$ cat config.mk
export PLATFORM = sky130hd
export DESIGN_NAME = seq_shift_add_multiplier
export DESIGN_NICKNAME = d
export VERILOG_FILES = /design/src/rtl/mult_pkg.sv /design/src/rtl/mult_addshift_step.sv /design/src/rtl/seq_shift_add_multiplier.sv
export SDC_FILE = /design/constraint.sdc
export NUM_CORES = 1
export LEC_CHECK = 0
export ABC_CLOCK_PERIOD_IN_PS = 7310
export CAP_MARGIN = 0
export CELL_PAD_IN_SITES_DETAIL_PLACEMENT = 0
export CELL_PAD_IN_SITES_GLOBAL_PLACEMENT = 2
export CORE_MARGIN = 2
export CORE_UTILIZATION = 36
export CTS_CLUSTER_DIAMETER = 30
export CTS_CLUSTER_SIZE = 28
export DETAILED_ROUTE_END_ITERATION = 10
export PLACE_DENSITY = 0.8
export SETUP_SLACK_MARGIN = 0.5
export SYNTH_ARGS = -nofsm -noshare
export SYNTH_HDL_FRONTEND = slang
export SYNTH_HIERARCHICAL = 1
export SYNTH_SLANG_ARGS = --single-unit
$ cat constraint.sdc
create_clock -name clk -period 7.31 [get_ports clk]
set_input_delay 0.731 -clock clk [delete_from_list [all_inputs] [get_ports clk]]
set_output_delay 0.731 -clock clk [all_outputs]
set_load 0.005 [all_outputs]
$ cat src/rtl/mult_pkg.sv
// Shared definitions for the sequential shift-add multiplier: FSM encoding
// and the operand magnitude helper.
package mult_pkg;

    // Widest operand the design supports; the magnitude helper works at this width.
    localparam int MAX_W = 16;

    typedef logic [1:0] state_t;

    localparam state_t ST_IDLE = 2'd0;
    localparam state_t ST_RUN  = 2'd1;
    localparam state_t ST_FIX  = 2'd2;
    localparam state_t ST_DONE = 2'd3;

    // Magnitude of a value already sign- or zero-extended to MAX_W bits.
    // The most negative operand maps to 2^(W-1) exactly once the caller
    // truncates the result back to its own operand width.
    function automatic logic [MAX_W-1:0] abs_w(input logic [MAX_W-1:0] value,
                                               input logic             sign_en);
        abs_w = (sign_en && value[MAX_W-1]) ? (~value + 1'b1) : value;
    endfunction

endpackage

$ cat src/rtl/mult_addshift_step.sv
// One add-shift iteration of the multiplier, plus the full-adder cell it is
// built from. Purely combinational.

module fa (
    input  logic a,
    input  logic b,
    input  logic cin,
    output logic sum,
    output logic cout
);

    assign sum  = a ^ b ^ cin;
    assign cout = (a & b) | (cin & (a ^ b));

endmodule

module mult_addshift_step #(
    parameter int WIDTH = 4
) (
    input  logic [2*WIDTH-1:0] acc,
    input  logic [WIDTH-1:0]   mplier,
    input  logic [WIDTH-1:0]   mcand,
    output logic [2*WIDTH-1:0] acc_next,
    output logic [WIDTH-1:0]   mplier_next
);

    logic [WIDTH-1:0] addend;
    logic [WIDTH-1:0] sum;
    logic [WIDTH:0]   carry;

    // Multiplicand is added only when the current multiplier bit is set.
    assign addend   = mplier[0] ? mcand : '0;
    assign carry[0] = 1'b0;

    // Ripple adder over the upper half of the accumulator; its carry-out
    // becomes the new accumulator MSB after the shift.
    for (genvar i = 0; i < WIDTH; i++) begin : g_ripple
        fa u_fa (
            .a    (acc[WIDTH+i]),
            .b    (addend[i]),
            .cin  (carry[i]),
            .sum  (sum[i]),
            .cout (carry[i+1])
        );
    end

    // {carry, acc, mplier} shifted right by one: the accumulator's LSB
    // falls into the multiplier register, whose LSB is consumed.
    assign acc_next    = {carry[WIDTH], sum, acc[WIDTH-1:1]};
    assign mplier_next = {acc[0], mplier[WIDTH-1:1]};

endmodule

$ cat src/rtl/seq_shift_add_multiplier.sv
// Sequential WIDTH x WIDTH shift-add multiplier, unsigned or two's-complement.
// Magnitudes are multiplied over WIDTH iterations; the sign is applied in a
// final FIX cycle. start/busy/done handshake, ena freezes all state.
module seq_shift_add_multiplier
    import mult_pkg::*;
#(
    parameter int WIDTH = 4
) (
    input  logic               clk,
    input  logic               rst_n,
    input  logic               ena,
    input  logic               start,
    input  logic               signed_mode,
    input  logic [WIDTH-1:0]   a,
    input  logic [WIDTH-1:0]   b,
    output logic               busy,
    output logic               done,
    output logic [2*WIDTH-1:0] product
);

    localparam int CNT_W = $clog2(WIDTH + 1);

    state_t             state;
    logic [CNT_W-1:0]   cnt;
    logic [2*WIDTH-1:0] acc;
    logic [WIDTH-1:0]   mplier;
    logic [WIDTH-1:0]   mcand;
    logic               neg;

    logic [MAX_W-1:0]   a_ext;
    logic [MAX_W-1:0]   b_ext;
    logic [WIDTH-1:0]   mag_a;
    logic [WIDTH-1:0]   mag_b;
    logic [2*WIDTH-1:0] acc_next;
    logic [WIDTH-1:0]   mplier_next;
    logic               accept;

    // Extend operands to the helper width, sign-extending only in signed mode.
    always_comb begin
        // NOTE: every output of a combinational block gets a default first so
        // no path leaves it unassigned, which would infer a latch.
        a_ext = MAX_W'(a);
        b_ext = MAX_W'(b);
        if (signed_mode) begin
            a_ext = MAX_W'($signed(a));
            b_ext = MAX_W'($signed(b));
        end
    end

    assign mag_a  = WIDTH'(abs_w(a_ext, signed_mode));
    assign mag_b  = WIDTH'(abs_w(b_ext, signed_mode));
    assign accept = start && (state == ST_IDLE || state == ST_DONE);

    mult_addshift_step #(
        .WIDTH (WIDTH)
    ) u_step (
        .acc         (acc),
        .mplier      (mplier),
        .mcand       (mcand),
        .acc_next    (acc_next),
        .mplier_next (mplier_next)
    );

    // FSM, iteration counter, operand registers and result register; all
    // state advances only on enabled edges.
    always_ff @(posedge clk or negedge rst_n) begin
        // NOTE: sequential state uses non-blocking assignments so every
        // register samples the pre-edge values of the others.
        if (!rst_n) begin
            state   <= ST_IDLE;
            cnt     <= '0;
            acc     <= '0;
            mplier  <= '0;
            mcand   <= '0;
            neg     <= 1'b0;
            product <= '0;
        end else if (ena) begin
            case (state)
                ST_IDLE, ST_DONE: begin
                    if (accept) begin
                        mcand  <= mag_a;
                        mplier <= mag_b;
                        neg    <= signed_mode & (a[WIDTH-1] ^ b[WIDTH-1]);
                        acc    <= '0;
                        cnt    <= CNT_W'(WIDTH);
                        state  <= ST_RUN;
                    end else begin
                        state  <= ST_IDLE;
                    end
                end
                ST_RUN: begin
                    acc    <= acc_next;
                    mplier <= mplier_next;
                    cnt    <= cnt - 1'b1;
                    if (cnt == CNT_W'(1)) begin
                        state <= ST_FIX;
                    end
                end
                ST_FIX: begin
                    product <= neg ? -acc : acc;
                    state   <= ST_DONE;
                end
                default: begin
                    state <= ST_IDLE;
                end
            endcase
        end
    end

    // Handshake outputs decode the registered state, so they freeze with ena.
    assign busy = (state == ST_RUN) || (state == ST_FIX);
    assign done = (state == ST_DONE);

endmodule

Yosys cells after proc, flatten, opt, wreduce, memory -nomap -nowiden
Index checks and enable logic that the tools add are counted.
Cells by class
  multiplexer cells: 15
  reductions and logical operators: 12
  $add $sub $neg: 4
  equality and inequality tests: 6
  bitwise gates (word level): 21
Operators with widths (number)
  16-bit 2-to-1 mux: 2
  4-bit 2-to-1 mux: 4
  8-bit 2-to-1 mux: 2
  8-bit case mux with 2 select lines: 1
  4-bit by 1-bit adder with 4-bit output (second input constant): 2
  1-bit bitwise AND: 8
  8-bit negation: 1
  4-bit inverter: 2
  4-bit case mux with 2 select lines: 1
  1-bit bitwise XOR: 8
  2-bit case mux with 3 select lines: 1
  3-bit case mux with 2 select lines: 1
  3-bit AND reduction: 2
  2-bit equality test (second input constant): 2
  2-bit inequality test (second input constant): 2
  2-bit AND reduction: 2
  3-bit by 1-bit equality test with 1-bit output (second input constant): 1
  1-bit logical AND: 3
  3-bit 2-to-1 mux: 1
  1-bit bitwise OR: 3
  3-bit by 1-bit subtractor with 3-bit output (second input constant): 1
  2-bit by 1-bit equality test with 1-bit output (second input constant): 1
  2-bit logical NOT: 1
  1-bit logical OR: 2
  4 further kinds: 4
Storage, ports and cells
  flip-flop bits (word level): 30
  bits of input ports: 13
  output and inout bits: 10
  word-level logic and storage cells: 65

Depth between registers and ports, before layout
Gate-level depths: netlist of the first run.
  depth in word-level cells: 9
  mapped depth: 8
  mapped depth without buffers: 7

Cells and area by module
The synthesis of the first run kept the hierarchy.
By module, submodules not included
  seq_shift_add_multiplier: area an instance 1550.2 um^2, cells an instance 168, times used 1, sequential area each 750.7 um^2
  mult_addshift_step: area an instance 88.8 um^2, cells an instance 13, times used 1, sequential area each 0.0 um^2
  fa: area an instance 20.0 um^2, cells an instance 1, times used 4, sequential area each 0.0 um^2

Least setup slack after synthesis of the first run
OpenSTA, ideal clock, no wires.
  kind: register to register
  from: register mplier[0]
  to: register acc[6]
  stages on the path, launching flop included: 8
  setup time: 0.076 ns
  data arrival time: 2.313 ns
  period minus slack after synthesis: 2.390 ns
  buffers on the path: 0
  slack: 4.920 ns
  data required time: 7.234 ns
  cell sequence: dfrtp_1 > and2_1 > fa_1 > fa_1 > fa_1 > fa_1 > nand2_1 > o21ai_1
Between the ends
  cells in the longest elaborated chain, start to end: 8
  elaborated cells between the ends (all ways): 13
  classes of those cells: mux: 2; bitwise: 11
Ends and longest elaborated chain
  start, declared: line seq_shift_add_multiplier.sv:26  | logic [WIDTH-1:0] mplier;
  start signal, assigned: line seq_shift_add_multiplier.sv:82  | mplier <= mag_b;
  start signal, assigned: line seq_shift_add_multiplier.sv:93  | mplier <= mplier_next;
  4-bit 2-to-1 mux: line mult_addshift_step.sv:32  | assign addend = mplier[0] ? mcand : '0;
  via u_step.addend[0]: line mult_addshift_step.sv:27  | logic [WIDTH-1:0] addend;
  1-bit bitwise AND: line mult_addshift_step.sv:13  | assign cout = (a & b) | (cin & (a ^ b));
  via u_step.carry[1]: line mult_addshift_step.sv:29  | logic [WIDTH:0] carry;
  1-bit bitwise AND: line mult_addshift_step.sv:13
  1-bit bitwise OR: line mult_addshift_step.sv:13
  via u_step.carry[2]: line mult_addshift_step.sv:29
  1-bit bitwise AND: line mult_addshift_step.sv:13
  1-bit bitwise OR: line mult_addshift_step.sv:13
  via u_step.carry[3]: line mult_addshift_step.sv:29
  1-bit bitwise XOR: line mult_addshift_step.sv:12  | assign sum = a ^ b ^ cin;
  via acc_next[6]: line seq_shift_add_multiplier.sv:34  | logic [2*WIDTH-1:0] acc_next;
  8-bit case mux with 2 select lines: line seq_shift_add_multiplier.sv:78  | case (state)
  end signal, assigned: line seq_shift_add_multiplier.sv:92  | acc <= acc_next;
  end, declared: line seq_shift_add_multiplier.sv:25  | logic [2*WIDTH-1:0] acc;
The timed path passes the listed nets, and every way through them passes these cells.
A chain may end at the register's enable or synchronous reset.

Worst setup path in the final report of the first run
Same ends and word-level chain as after synthesis.

==> run metrics, run 1 <==
H-tree levels 2; DP Wirelength 2140 um; die height 73.1 um; worst rel slew slack 56.4%; startpoint type of the worst setup path register; n_diodes 0; Setup CP Type reg2reg; Clock Latency Late Sink 0.28 ns; Total GRT Usage 12.7%; Least-Margin Pin Slew 0.654 ns; commonest non-fill, non-tap cell in the layout nand2_1; sequential area share after synthesis 43.7%; fin nets 225; DRC errors left 0; CTS tree yes; Setup crit end kind register; CTS clk-pin slew, worst paths 0.06 ns; routed via count 1,189; port bufs 22; P_leak 0.000902 uW; cell taking the most area after synthesis dfrtp_1; synthesis-to-layout area growth 17.2%; num ports 23; Initial DRT Pass Iterations 4; initial antenna violation count 0; syn nets 210; gpl congestion 0.703; Vias/cell 4.66; syn avg cell area 9.29 um2; clock sink count 30; final hold vios 0; hold bufs inserted after CTS 0; Worst Path Max Fanout 5; FF-to-FF Start mplier[0]; CP arrival 2.69 ns; global-route wire length before repair 5140 um; Mapped Area 0.00172 mm2; synth warn 6; Final Max Slew Viols 0; Routed WL 2850 um; Worst Path Required 7.51 ns; post-CTS sizing 0; site row count 25; dpl cell area 0.00192 mm2; CTS buffer count 5; initial core utilization 36.9%; Die X 73.1 um; synthesized flop and latch total 30; maximum vdd drop 0.109 mV; core area 0.00466 mm2; outcome complete, no violations; antenna viol nets, final 0; final setup fails 0; top post-synthesis cells by area dfrtp_1 44%, nand2_1 9.8%, ha_1 5.8%; PwrDens 330 mW/mm2; launch point of the worst path mplier[0]; Worst Hold Class reg2reg; final instance area 0.00202 mm2; share of the synthesized area in the top cell type 43.7%; grt ovf 0; wire length per cell 11.2 um; Mapped Cells 185; Post-CTS Setup Bufs 0; most frequent cells in the layout 45 x nand2_1, 30 x dfrtp_1, 22 x clkdlybuf4s50_1; layout cells sized above 1 7.46%; CTS Buffer Depth 2; Final period util 34.0%; vias in the first global route 1,168; Die Area 0.00534 mm2; RSZ-0062 raised after global routing no; FMAX 402 MHz; Setup TNS 0 ns; Tmin final 2.49 ns; initial detailed-routing violation count 38; Max-cap violations 0; worst hold path startpoint product[3]; final clock skew 0.00349 ns; CTS Root Cell clkbuf_8; largest net degree at the start of global routing 31; Synth cell types 30
where the power goes:
group          internal (uW)  switching (uW)
clock network           75.8            60.1
registers                222            46.0
logic                    128             133
total                    426             239
metal layers:
metal	global-route usage, %	vias to the layer above	routed length, um
met4	6.17	0	59
met3	4.14	7	119
met2	20.7	25	1330
met1	14.9	535	1340
li1	-	622	-
met5	0	-	0
layout make-up:
type,instances,area [um2]
Inverter,12,45.0
Multi-Input combinational cell,128,833
Timing Repair Buffer,23,228
Clock buffer,7,86.3
Fill cell,453,2650
Tap cell,54,67.6
Clock inverter,1,5.00
Sequential cell,30,751
synthesized netlist by cell type, drive strengths merged:
library cell,count
or2,1
mux2,2
o21ai,29
a22oi,1
xnor2,3
o221ai,1
nand2b,2
xor2,7
o31ai,3
mux2i,7
or4,1
buf,11
clkbuf,4
nand2,46
or3,1
ha,8
nor2b,2
nand3,2
dfrtp,30
nor2,2
inv,12
fa,4
o41ai,1
conb,1
and2,4
kinds of logic after synthesis:
group	Yosys count	share of synthesized area (%)
multiplexers	9	5.39
adder cells (fa/ha/maj)	12	10.5
other	1	0.218
AO/OA/AOI/OAI	35	11.7
XOR/XNOR	10	5.09
flip-flops	30	43.7
AND/OR/NAND/NOR	61	15.6
buffers and inverters	27	7.86
worst max-delay path: stages (launching register included):
cell,delay (ns)
dfrtp_1,0.41
and2_1,0.16
fa_1,0.40
fa_1,0.39
fa_1,0.38
fa_1,0.49
nand2_1,0.05
o21ai_1,0.14
stage by stage:
step	setup slack (ns)	util (%)	total power [uW]	std cells	hold WS (ns)
6_report	4.82	43.2	665	255	0.473
5_1_grt	4.71	43.2	733	255	0.492
4_1_cts	4.81	43.2	677	255	0.481
3_5_place_dp	4.83	41.3	538	247	0.467
3_3_place_gp	4.86	41.3	528	247	0.460
2_1_floorplan	4.92	-	461	185	0.435
worst paths after layout:
| check | end | slack (ns) | cells after the start |
|---|---|---|---|
| setup / recovery | acc[6] | 4.82 | 7 |
| hold reg to reg | product[3] | 0.47 | 2 |
| min in group asynchronous | state[1] | 0.85 | 2 |
| setup reg to reg | acc[6] | 4.82 | 7 |
| hold / removal | product[3] | 0.47 | 2 |
| max in group asynchronous | mplier[3] | 6.18 | 2 |
state kept, by name, summed over array words and instances, names as in the netlist:
| register | flops |
|---|---|
| cnt | 3 |
| mplier | 4 |
| state | 2 |
| neg | 1 |
| acc | 8 |
| mcand | 4 |
| product | 8 |
(Power assumes the default switching activity.)
==> run 2: changes to the inputs <==
- ABC_CLOCK_PERIOD_IN_PS: 7310 -> 2000
- CORE_UTILIZATION: 36 -> 30
- PLACE_DENSITY: 0.8 -> 0.71
- clock period: 7.31 -> 2 ns (I/O delays scaled with it)
==> run 2 against run 1 <==
  * Sequential share of layout area down 7.0 points
  * Register-to-register slack lost 5.1 ns
  * Final area rose by 24%
  * Global-route usage is 0.20 points lower
  * The flow now finishes with violations (setup timing)
  * Non-clock buffer count rose by 24
==> run metrics, run 2 (synthesis results as in run 1) <==
site row count 27 (+8.0%); Max-cap violations 0 (unchanged); Post-Layout Cell Count 297 (+16%); Total GRT Usage 12.5% (-0.20 points); Setup crit end kind register; DRC errors left 0 (unchanged); post-route setup slack -0.275 ns (-5.10 ns); Most Used Layer, Global Route met2; final setup fails 2 (+2); clock sink count 30 (unchanged); GR Util met2 20.6% (-0.13 points); Setup TNS -0.412 ns (-0.412 ns); met1 GRT Util 15.2% (+0.34 points); largest registers acc x8, product x8; met3 Usage GRT 3.85% (-0.30 points); largest net degree at the start of global routing 31 (unchanged); PwrDens 1270 mW/mm2 (+290%); routed via count 1,316 (+11%); outcome complete, but fails checks; commonest non-fill, non-tap cell in the layout nand2_1; port bufs 22 (unchanged); gpl congestion 0.704 (about the same); Setup CP Type reg2reg; CP cell instances and2_4 > fa_2 > fa_2 > fa_2 > fa_1 > nand2_1 > o21ai_1; Tmin final 2.27 ns (-0.213 ns); Initial DRT Pass Iterations 4 (unchanged); Slowest-stage cell, CP fa_1; Final period util 114% (+80 points); antenna viol nets, final 0 (unchanged); # fillers 563 (+24%); num ports 23 (unchanged); P_leak 0.00109 uW (+21%); vias in the first global route 1,333 (+14%); Die X 79.7 um (+9.0%); initial antenna violation count 0 (unchanged); violated checks setup timing; hold bufs inserted after CTS 0 (unchanged); CTS buffer count 5 (unchanged); most frequent cells in the layout 38 x nand2_1, 28 x dfrtp_1, 20 x clkdlybuf4s50_1; final hold vios 0 (unchanged); Worst Path Max Fanout 2 (-3); initial core utilization 31.2% (-5.7 points); Multi-input gate area 0.00102 mm2 (+23%); WP buf/inv 0 (unchanged); synthesis-to-layout area growth 44.8%; Final Max Slew Viols 0 (unchanged); n_diodes 0 (unchanged); maximum vdd drop 0.393 mV (+260%); CTS clk-pin slew, worst paths 0.06 ns (about the same); Clock Latency Late Sink 0.28 ns (about the same); pre-CTS WS -0.292 ns (-5.12 ns); die height 79.7 um (+9.0%); dpl cell area 0.00205 mm2 (+6.5%); Top cell by count, worst path fa_2; CP max stage delay 0.48 ns (about the same); CTS tree yes; layout cells sized above 1 31.1% (+24 points); Worst Hold Class in2async; RSZ-0062 raised after global routing yes; final instance area 0.00249 mm2 (+24%); CTS Root Cell clkbuf_8; Die Area 0.00635 mm2 (+19%); DP Wirelength 2410 um (+13%); global-route wire length before repair 6120 um (+19%); final clock skew 0.00503 ns (+0.00154 ns); startpoint type of the worst setup path register; power consumption 3170 uW (+380%); initial detailed-routing violation count 48 (+26%); placed insts 272 (+10%); core area 0.00551 mm2 (+18%); FMAX 440 MHz (+9.3%); CP arrival 2.49 ns (-0.20 ns); grt ovf 0 (unchanged); crit-path leading delay family adder cells; Vias/cell 4.43 (-5.0%); wire length per cell 12.2 um (+9.5%); H-tree levels 2 (unchanged); CTS Buffer Depth 2 (unchanged); Routed WL 3630 um (+27%); FF/Latch Area 753 um2 (+0.33%); fin nets 249 (+11%); Worst Path Required 2.21 ns (-5.30 ns)
-- run 2: cell types whose count changed in the layout (fill, tap and decap cells not counted), moves of 3 or more --
cell | previous run | this run
buf_4 | 1 | 14
nand2_1 | 45 | 38
buf_6 | 0 | 6
o21ai_0 | 18 | 12
inv_1 | 12 | 8
nand2_4 | 0 | 4
fa_1 | 4 | 1
fa_2 | 0 | 3
ha_1 | 8 | 5
ha_4 | 0 | 3
inv_2 | 0 | 3
o21ai_2 | 1 | 4
-- run 2: path summary, 6_finish.rpt --
kind                          start        to  slack [ns]  cells past startpoint
setup / recovery           mcand[0]    acc[6]       -0.27                      7
setup reg to reg           mcand[0]    acc[6]       -0.27                      7
hold / removal                rst_n    cnt[2]        0.31                      2
min in group clk           mcand[3]  mcand[3]        0.48                      2
max in group asynchronous     rst_n    acc[2]        1.37                      2
hold reg to reg            mcand[3]  mcand[3]        0.48                      2
-- run 2: worst reg2reg max path, stage by stage (launching register included) --
cell and delay, ns:
dfrtp_1 0.37, and2_4 0.16, fa_2 0.35, fa_2 0.34, fa_2 0.34, fa_1 0.48, nand2_1 0.04, o21ai_1 0.12
-- run 2: where the power goes --
part | internal (uW) | switching [uW] | leakage, uW | total [uW]
logic | 923 | 754 | 0.000651 | 1680
registers | 814 | 179 | 0.000394 | 993
clock network | 277 | 226 | 0.0000482 | 503
total | 2010 | 1160 | 0.00109 | 3170
-- run 2: metrics by stage --
step / hold slack (ns) / utilization [%]
after global placement: 0.463 / 37.2
after detailed placement: 0.473 / 37.2
after floorplan: -0.0956 / -
after CTS: 0.332 / 40.4
after global routing: 0.361 / 45.2
final: 0.314 / 45.2
-- run 2: timing repair --
action	in CTS	in global routing
cloned	0	3
pin swaps	5	17
setup endpoints to repair	18	26
resized for setup	11	42
setup buffers	7	7
-- run 2: layer usage --
layer | vias to the layer above | wire length (um)
li1 | 675 | -
met1 | 611 | 1580
met2 | 24 | 1850
met3 | 6 | 139
met4 | 0 | 54
met5 | - | 0
-- run 2: layout make-up --
cell class	count	share of cell area (%)
inverter	12	1.91
multi-input combinational	128	41.2
clock inverter	1	0.201
timing repair buffer	47	19.4
clock buffer	7	3.47
tap	72	3.62
sequential	30	30.3
==> run 3: changes to the inputs <==
- CTS_CLUSTER_DIAMETER: 30 -> not set
- HOLD_SLACK_MARGIN: not set -> 0.05
==> results of run 3 <==
Final layout, timing and power as in run 2 (identical DEF).
